--- src/rtl/pipeline_hazard_ctrl.sv ---
// Stall/flush sequencer for the 5-stage pipeline: data-memory wait states,
// taken-branch redirect bubbles and load-use interlock, plus stall counter and timeout flag.
module pipeline_hazard_ctrl #(
    parameter int REDIRECT_CYCLES = 1,
    parameter int MEM_TIMEOUT     = 255
) (
    input  logic        clk,
    input  logic        rst,
    input  logic [4:0]  id_rs1,
    input  logic [4:0]  id_rs2,
    input  logic        id_uses_rs1,
    input  logic        id_uses_rs2,
    input  logic [4:0]  ex_rd,
    input  logic        ex_mem_read,
    input  logic        ex_branch_taken,
    input  logic        mem_val,
    input  logic        dmem_ready,
    output logic        pc_en,
    output logic        ifid_en,
    output logic        ifid_flush,
    output logic        idex_en,
    output logic        idex_flush,
    output logic        exmem_en,
    output logic        memwb_en,
    output logic        mem_err,
    output logic [31:0] stall_cycles
);

    typedef enum logic [1:0] {RUN, MEM_WAIT, REDIRECT} state_t;

    localparam logic [7:0] TIMEOUT  = 8'(MEM_TIMEOUT);
    localparam logic [3:0] REDIR_LD = 4'(REDIRECT_CYCLES - 1);

    state_t      state, state_nxt;
    logic [7:0]  wait_cnt, wait_cnt_nxt;
    logic [3:0]  redir_cnt, redir_cnt_nxt;
    logic        mem_err_nxt;
    logic [4:0]  en_c;          // {pc, ifid, idex, exmem, memwb}
    logic        ifid_fl_c, idex_fl_c;
    logic        mem_stall, load_use, frozen;

    assign mem_stall = mem_val & ~dmem_ready;
    assign load_use  = ex_mem_read && (ex_rd != 5'd0) &&
                       ((id_uses_rs1 && id_rs1 == ex_rd) || (id_uses_rs2 && id_rs2 == ex_rd));
    // In MEM_WAIT the pipeline stays frozen until memory answers, regardless of mem_val.
    assign frozen    = (state == MEM_WAIT) ? ~dmem_ready : mem_stall;

    always_comb begin
        state_nxt     = state;
        wait_cnt_nxt  = wait_cnt;
        redir_cnt_nxt = redir_cnt;
        en_c          = 5'b11111;
        ifid_fl_c     = 1'b0;
        idex_fl_c     = 1'b0;
        case (state)
            RUN, MEM_WAIT: begin
                if (frozen) begin
                    en_c      = 5'b00000;
                    state_nxt = MEM_WAIT;
                    if (state == RUN)
                        wait_cnt_nxt = 8'd1;
                    else if (wait_cnt != TIMEOUT)
                        wait_cnt_nxt = wait_cnt + 8'd1;
                end else if (ex_branch_taken) begin
                    ifid_fl_c = 1'b1;
                    idex_fl_c = 1'b1;
                    if (REDIRECT_CYCLES > 1) begin
                        state_nxt     = REDIRECT;
                        redir_cnt_nxt = REDIR_LD;
                    end else begin
                        state_nxt = RUN;
                    end
                end else if (load_use) begin
                    en_c      = 5'b00111;
                    idex_fl_c = 1'b1;
                    state_nxt = RUN;
                end else begin
                    state_nxt = RUN;
                end
            end
            REDIRECT: begin
                if (mem_stall) begin
                    // Memory wait wins; leftover redirect bubbles are abandoned.
                    en_c          = 5'b00000;
                    state_nxt     = MEM_WAIT;
                    wait_cnt_nxt  = 8'd1;
                    redir_cnt_nxt = 4'd0;
                end else begin
                    ifid_fl_c     = 1'b1;
                    redir_cnt_nxt = redir_cnt - 4'd1;
                    if (redir_cnt <= 4'd1)
                        state_nxt = RUN;
                end
            end
            default: state_nxt = RUN;
        endcase
        mem_err_nxt = mem_err | ((state_nxt == MEM_WAIT) && (wait_cnt_nxt == TIMEOUT));
    end

    assign pc_en      = rst & en_c[4];
    assign ifid_en    = rst & en_c[3];
    assign idex_en    = rst & en_c[2];
    assign exmem_en   = rst & en_c[1];
    assign memwb_en   = rst & en_c[0];
    assign ifid_flush = rst & ifid_fl_c;
    assign idex_flush = rst & idex_fl_c;

    always_ff @(posedge clk or negedge rst) begin
        if (!rst) begin
            state        <= RUN;
            wait_cnt     <= 8'd0;
            redir_cnt    <= 4'd0;
            mem_err      <= 1'b0;
            stall_cycles <= 32'd0;
        end else begin
            state     <= state_nxt;
            wait_cnt  <= wait_cnt_nxt;
            redir_cnt <= redir_cnt_nxt;
            mem_err   <= mem_err_nxt;
            if (!pc_en)
                stall_cycles <= stall_cycles + 32'd1;
        end
    end

endmodule

--- config.mk ---
export PLATFORM = sky130hd
export DESIGN_NAME = pipeline_hazard_ctrl
export DESIGN_NICKNAME = d
export VERILOG_FILES = /design/src/rtl/pipeline_hazard_ctrl.sv
export SDC_FILE = /design/constraint.sdc
export NUM_CORES = 1
export LEC_CHECK = 0
export CORE_ASPECT_RATIO = 1.2
export CORE_MARGIN = 1.5
export CORE_UTILIZATION = 30
export CTS_CLUSTER_SIZE = 8
export DETAILED_ROUTE_END_ITERATION = 10
export DONT_BUFFER_PORTS = 1
export GPL_ROUTABILITY_DRIVEN = 0
export SLEW_MARGIN = 10
export SYNTH_ARGS = -nofsm -noshare
export SYNTH_HDL_FRONTEND = slang
export SYNTH_SLANG_ARGS = --single-unit
--- constraint.sdc ---
create_clock -name clk -period 3.97 [get_ports clk]
set_clock_uncertainty 0.15 [all_clocks]
set_input_delay 0.5955 -clock clk [delete_from_list [all_inputs] [get_ports clk]]
set_output_delay 0.5955 -clock clk [all_outputs]
set_load 0.005 [all_outputs]
After elaboration in Yosys (flattened, before gate mapping):

Index checks and enable logic that the tools add are counted.

* word-level logic and storage cells: 59
* output and inout bits: 40
* bits of input ports: 23
* register bits after elaboration: 47

* muxes and demuxes: 24
* eq/ne operators: 7
* $add $sub $neg: 3
* order comparisons: 1
* reductions and logical operators: 9
* bitwise logic cells: 10

Operator list (count)
* adder 32 x 1 -> 32 bit, second input constant: 1
* two-way mux 8 bit: 4
* two-way mux 5 bit: 4
* one-hot mux 8 bit (2 select lines): 1
* equality test 5 bit: 2
* one-hot mux 5 bit (2 select lines): 1
* two-way mux 1 bit: 9
* adder 8 x 1 -> 8 bit, second input constant: 1
* AND 1 bit: 8
* equality test 8 bit, second input constant: 1
* inequality test 8 bit, second input constant: 1
* logical AND 1 bit: 5
* nonzero test 5 bit: 1
* equality test 2 x 1 -> 1 bit, second input constant: 2
* less-or-equal comparator 4 x 1 -> 1 bit, second input constant: 1
* two-way mux 2 bit: 2
* two-way mux 4 bit: 1
* one-hot mux 2 bit (2 select lines): 1
* subtractor 4 x 1 -> 4 bit, second input constant: 1
* equality test 2 bit, second input constant: 1
* logical NOT 2 bit: 1
* one-hot mux 1 bit (2 select lines): 1
* OR reduction 2 bit: 1
* logical OR 1 bit: 1
* 2 further kinds: 2

Longest topological paths before layout:

* word-level depth: 9
* gate-level depth with buffers: 8
* mapped depth without buffers: 7

Least setup slack after synthesis:

Ideal clock, no wire load.

* path kind: in2out
* start: input port ex_rd[1]
* end: output port pc_en
* path slack: 1303 ps
* stages on the path: 7
* buffers on the path: 2
* data arrival time: 1921 ps
* data required time: 3224 ps
* cell sequence: or4_1 -> o21ai_0 -> a211o_1 -> o21ai_4 -> inv_4 -> buf_6 -> buf_4

* cells in the longest elaborated chain, start to end: 9
* elaborated cells between the ends (all ways): 13
* those cells by class: eq/ne (2); mux (4); bitwise (1); reduce/logical (6)

Ends and longest elaborated chain
* start: declaration: RTL line 13 `input logic [4:0] ex_rd,`
* equality test 5 bit: RTL line 44 `((id_uses_rs1 && id_rs1 == ex_rd) || (id_uses_rs2 && id_rs2 == ex_rd));`
* logical AND 1 bit: RTL line 44
* logical OR 1 bit: RTL line 44
* logical AND 1 bit *: RTL line 43 `assign load_use = ex_mem_read && (ex_rd != 5'd0) &&`
* two-way mux 5 bit *: RTL line 73 `end else if (load_use) begin`
* two-way mux 5 bit *: RTL line 64 `end else if (ex_branch_taken) begin`
* two-way mux 5 bit *: RTL line 57 `if (frozen) begin`
* one-hot mux 5 bit (2 select lines) *: RTL line 55 `case (state)`
* AND 1 bit *: RTL line 100 `assign pc_en = rst & en_c[4];`
* end: declaration: RTL line 18 `output logic pc_en,`

Mark *: on every way between the ends. The rest lies on a longest branch, timed or not.

Worst setup path after layout:

* start: register state[0]
* end: output port pc_en

* cells in the longest elaborated chain, start to end: 5
* elaborated cells between the ends (all ways): 8
* those cells by class: eq/ne (2); mux (3); bitwise (1); reduce/logical (2)

Ends and longest elaborated chain
* start: declaration: RTL line 34 `state_t state, state_nxt;`
* start signal: assignment: RTL line 116 `state <= state_nxt;`
* equality test 2 x 1 -> 1 bit: RTL line 46, 55
* two-way mux 1 bit: RTL line 46 `assign frozen = (state == MEM_WAIT) ? ~dmem_ready : mem_stall;`
* two-way mux 5 bit: RTL line 57
* one-hot mux 5 bit (2 select lines) *: RTL line 55
* AND 1 bit *: RTL line 100

Marked as above.

==> impl_metrics.tcl <==
set metrics [dict create \
    r2r_setup_slack_ps 1380 \
    required_ps 3220 \
    hpwl_mm 3.92 \
    p_per_area_nw_per_um2 395 \
    crit_path_cell_trace "o21bai_1 > o21ai_0 > a21oi_1 > o21ai_4 > inv_4" \
    htreeDepth 2 \
    routedWlPerCell_um 14.8 \
    crit_cells 5 \
    grt_pass1_vias 1893 \
    startpoint_type "flop" \
    leakage_nw 1.12 \
    worst_pin_slew_ps 569 \
    ir_worst_vdd_uv 176 \
    path_clk_slew_ps 80 \
    synth_top_area_share 0.465 \
    nets 282 \
    die_h_um 104 \
    status "completed" \
    slew_headroom 0.620 \
    nFillCells 865 \
    drive_gt1_frac 0.0625 \
    yosys-top-cells-area "dfrtp_1, xor2_1, xnor2_1" \
    cp_slowest_cell "a21oi_1" \
    tns_ps 0 \
    core_area_um2 8150 \
    grt_pass1_wl_mm 9.11 \
    cts_made_buffers 5 \
    grt.total_usage 0.127 \
    rows 36 \
    io_pins 63 \
    hold_class "in -> reg" \
    synth-main-ff-cell "dfrtp_1" \
    drc 0 \
    root_buffer "clkbuf_8" \
    async_reset_ff_frac 1.00 \
    antenna_found_initial 0 \
    drt-total-wl_mm 5.47 \
    n_antenna_cell 0 \
    cap_violations 0 \
    finalPower_mw 1.08 \
    ys_seq_area_frac 0.465 \
    netlist_top_cells_count "dfrtp_1, xor2_1, nand2_1" \
    port_buffers 0 \
    hold_ws_ps 233 \
    initial_core_util 0.310 \
    cp_max_fo 19 \
    clockBufferDepth 2 \
    area_delta_synth_final_pct 8.51 \
    ys_seq_elements 47 \
    crit_buf_inv 1 \
    hold_viol 0 \
    synth-edff-count 0 \
    drtPass1Iterations 4 \
    synth.net_count 281 \
    fin_util 0.337 \
    vias_per_cell 5.10 \
    clock-sinks 47 \
    grt_overflow 0 \
    critical_path.top_delay_family "compound AO/OA/AOI/OAI gates" \
    clkLatencyLatePin_ps 300 \
    cpPeakStageDelay_ps 470 \
    fmax_ghz 0.343 \
    synth_area_per_cell_um2 9.96 \
    timing.rr.start "state[0]$_DFF_PN0_" \
    crit_path_end_kind "output pin" \
    post-route-min-period_ps 2910 \
    die_x_um 86.8 \
    endpoint "pc_en" \
    cp_data_arrival_time_ps 2170 \
    syn-cell-area_um2 2530 \
    ant_nets 0 \
    yosysWarnings 0 \
    drt_iter0_markers 63 \
    reg2reg_depth 7 \
    period_share 0.734 \
    synth.largest_area_cell "dfrtp_1" \
    dieArea_um2 8990 \
    crit_type "reg -> out" \
    num_vias 1886 \
    grt_max_degree 48 \
    startpoint "state[0]$_DFF_PN0_" \
    syn_inst 254 \
    cts_resized 0 \
    drv_slew 0 \
    netlist-cell-type-count 47 \
    cts_tree "done" \
    rsz0062_at_grt "false" \
    setup_viol 0 \
    holdPathStages 1 \
    yosysMostFrequentCell "dfrtp_1" \
    timing.rr.end "stall_cycles[15]$_DFFE_PN0N_" \
]
cells in the final DEF, fill, tap and decap left out, types with 2 or more instances in the layout:
| master | count |
|---|---|
| nor3b_1 | 2 |
| nand2_1 | 23 |
| clkbuf_8 | 5 |
| or3_1 | 2 |
| and4_1 | 2 |
| nor3_1 | 11 |
| nor4_1 | 7 |
| nor2_1 | 16 |
| xnor2_1 | 20 |
| nand3_1 | 11 |
| nand4_1 | 13 |
| nand2b_1 | 6 |
| inv_1 | 4 |
| a21oi_1 | 6 |
| nor3_2 | 2 |
| o21ai_0 | 10 |
| xor2_1 | 24 |
| and2_1 | 2 |
| ha_1 | 4 |
| dfrtp_1 | 47 |
| and3_1 | 11 |
per-stage QoR:
stage                     area, µm²  setup slack, ps  cells
after floorplan                2530             1300    254
after global placement         2620             1280    360
after detailed placement       2620             1240    360
after CTS                      2740             1050    370
after global routing           2740              814    370
final                          2740             1060    370
flip-flops by register name, indices dropped and copies added (netlist names):
name	flops
mem_err	1
redir_cnt	4
stall_cycles	32
state	2
wait_cnt	8
worst min path at each step:
stage                              endpoint       start  slack (ps)
2_1_floorplan             mem_err$_DFF_PN0_         rst         150
3_5_place_dp   stall_cycles[28]$_DFFE_PN0N_         rst         150
5_1_grt                  state[0]$_DFF_PN0_  dmem_ready         220
6_report                 state[0]$_DFF_PN0_  dmem_ready         230
3_3_place_gp   stall_cycles[28]$_DFFE_PN0N_         rst         150
4_1_cts                  state[0]$_DFF_PN0_  dmem_ready         220
routing by layer:
metal  vias up  share of wire  track usage
li1        890              -            -
met5         -              0            0
met1       922           0.42        0.149
met2        66           0.48        0.212
met3         8          0.093       0.0494
met4         0          0.015       0.0380
what timing repair did:
action                                 CTS  global route
hold buffers                             2             0
endpoints found under the hold margin   47             0
setup buffers                            0             0
cell type report:
type | instances | area (µm²) | area share
Multi-Input combinational cell | 194 | 1280 | 0.467
Timing Repair Buffer | 2 | 37.5 | 0.0137
Tap cell | 114 | 143 | 0.0520
Inverter | 5 | 21.3 | 0.00775
Sequential cell | 47 | 1180 | 0.429
Clock inverter | 2 | 12.5 | 0.00456
Clock buffer | 6 | 72.6 | 0.0264
power breakdown:
| part | switching [mW] | internal (mW) | leakage (nW) |
|---|---|---|---|
| Clock | 0.159 | 0.123 | 0.0412 |
| Combinational | 0.0854 | 0.0765 | 0.481 |
| Sequential | 0.101 | 0.538 | 0.594 |
logic make-up (layout without fill, tap and decap cells):
| family | count (synthesis) | in the layout | share of synthesized area |
|---|---|---|---|
| and+or+nand+nor | 117 | 117 | 0.256 |
| xor gates and xnor gates | 44 | 44 | 0.152 |
| AOI/OAI and AO/OA | 28 | 28 | 0.0747 |
| DFF | 47 | 47 | 0.465 |
| buffers and inverters | 13 | 15 | 0.0282 |
| muxes | 1 | 1 | 0.00396 |
| adders and majority gates | 4 | 4 | 0.0198 |
Note: power is estimated with default switching activity, not from simulation.
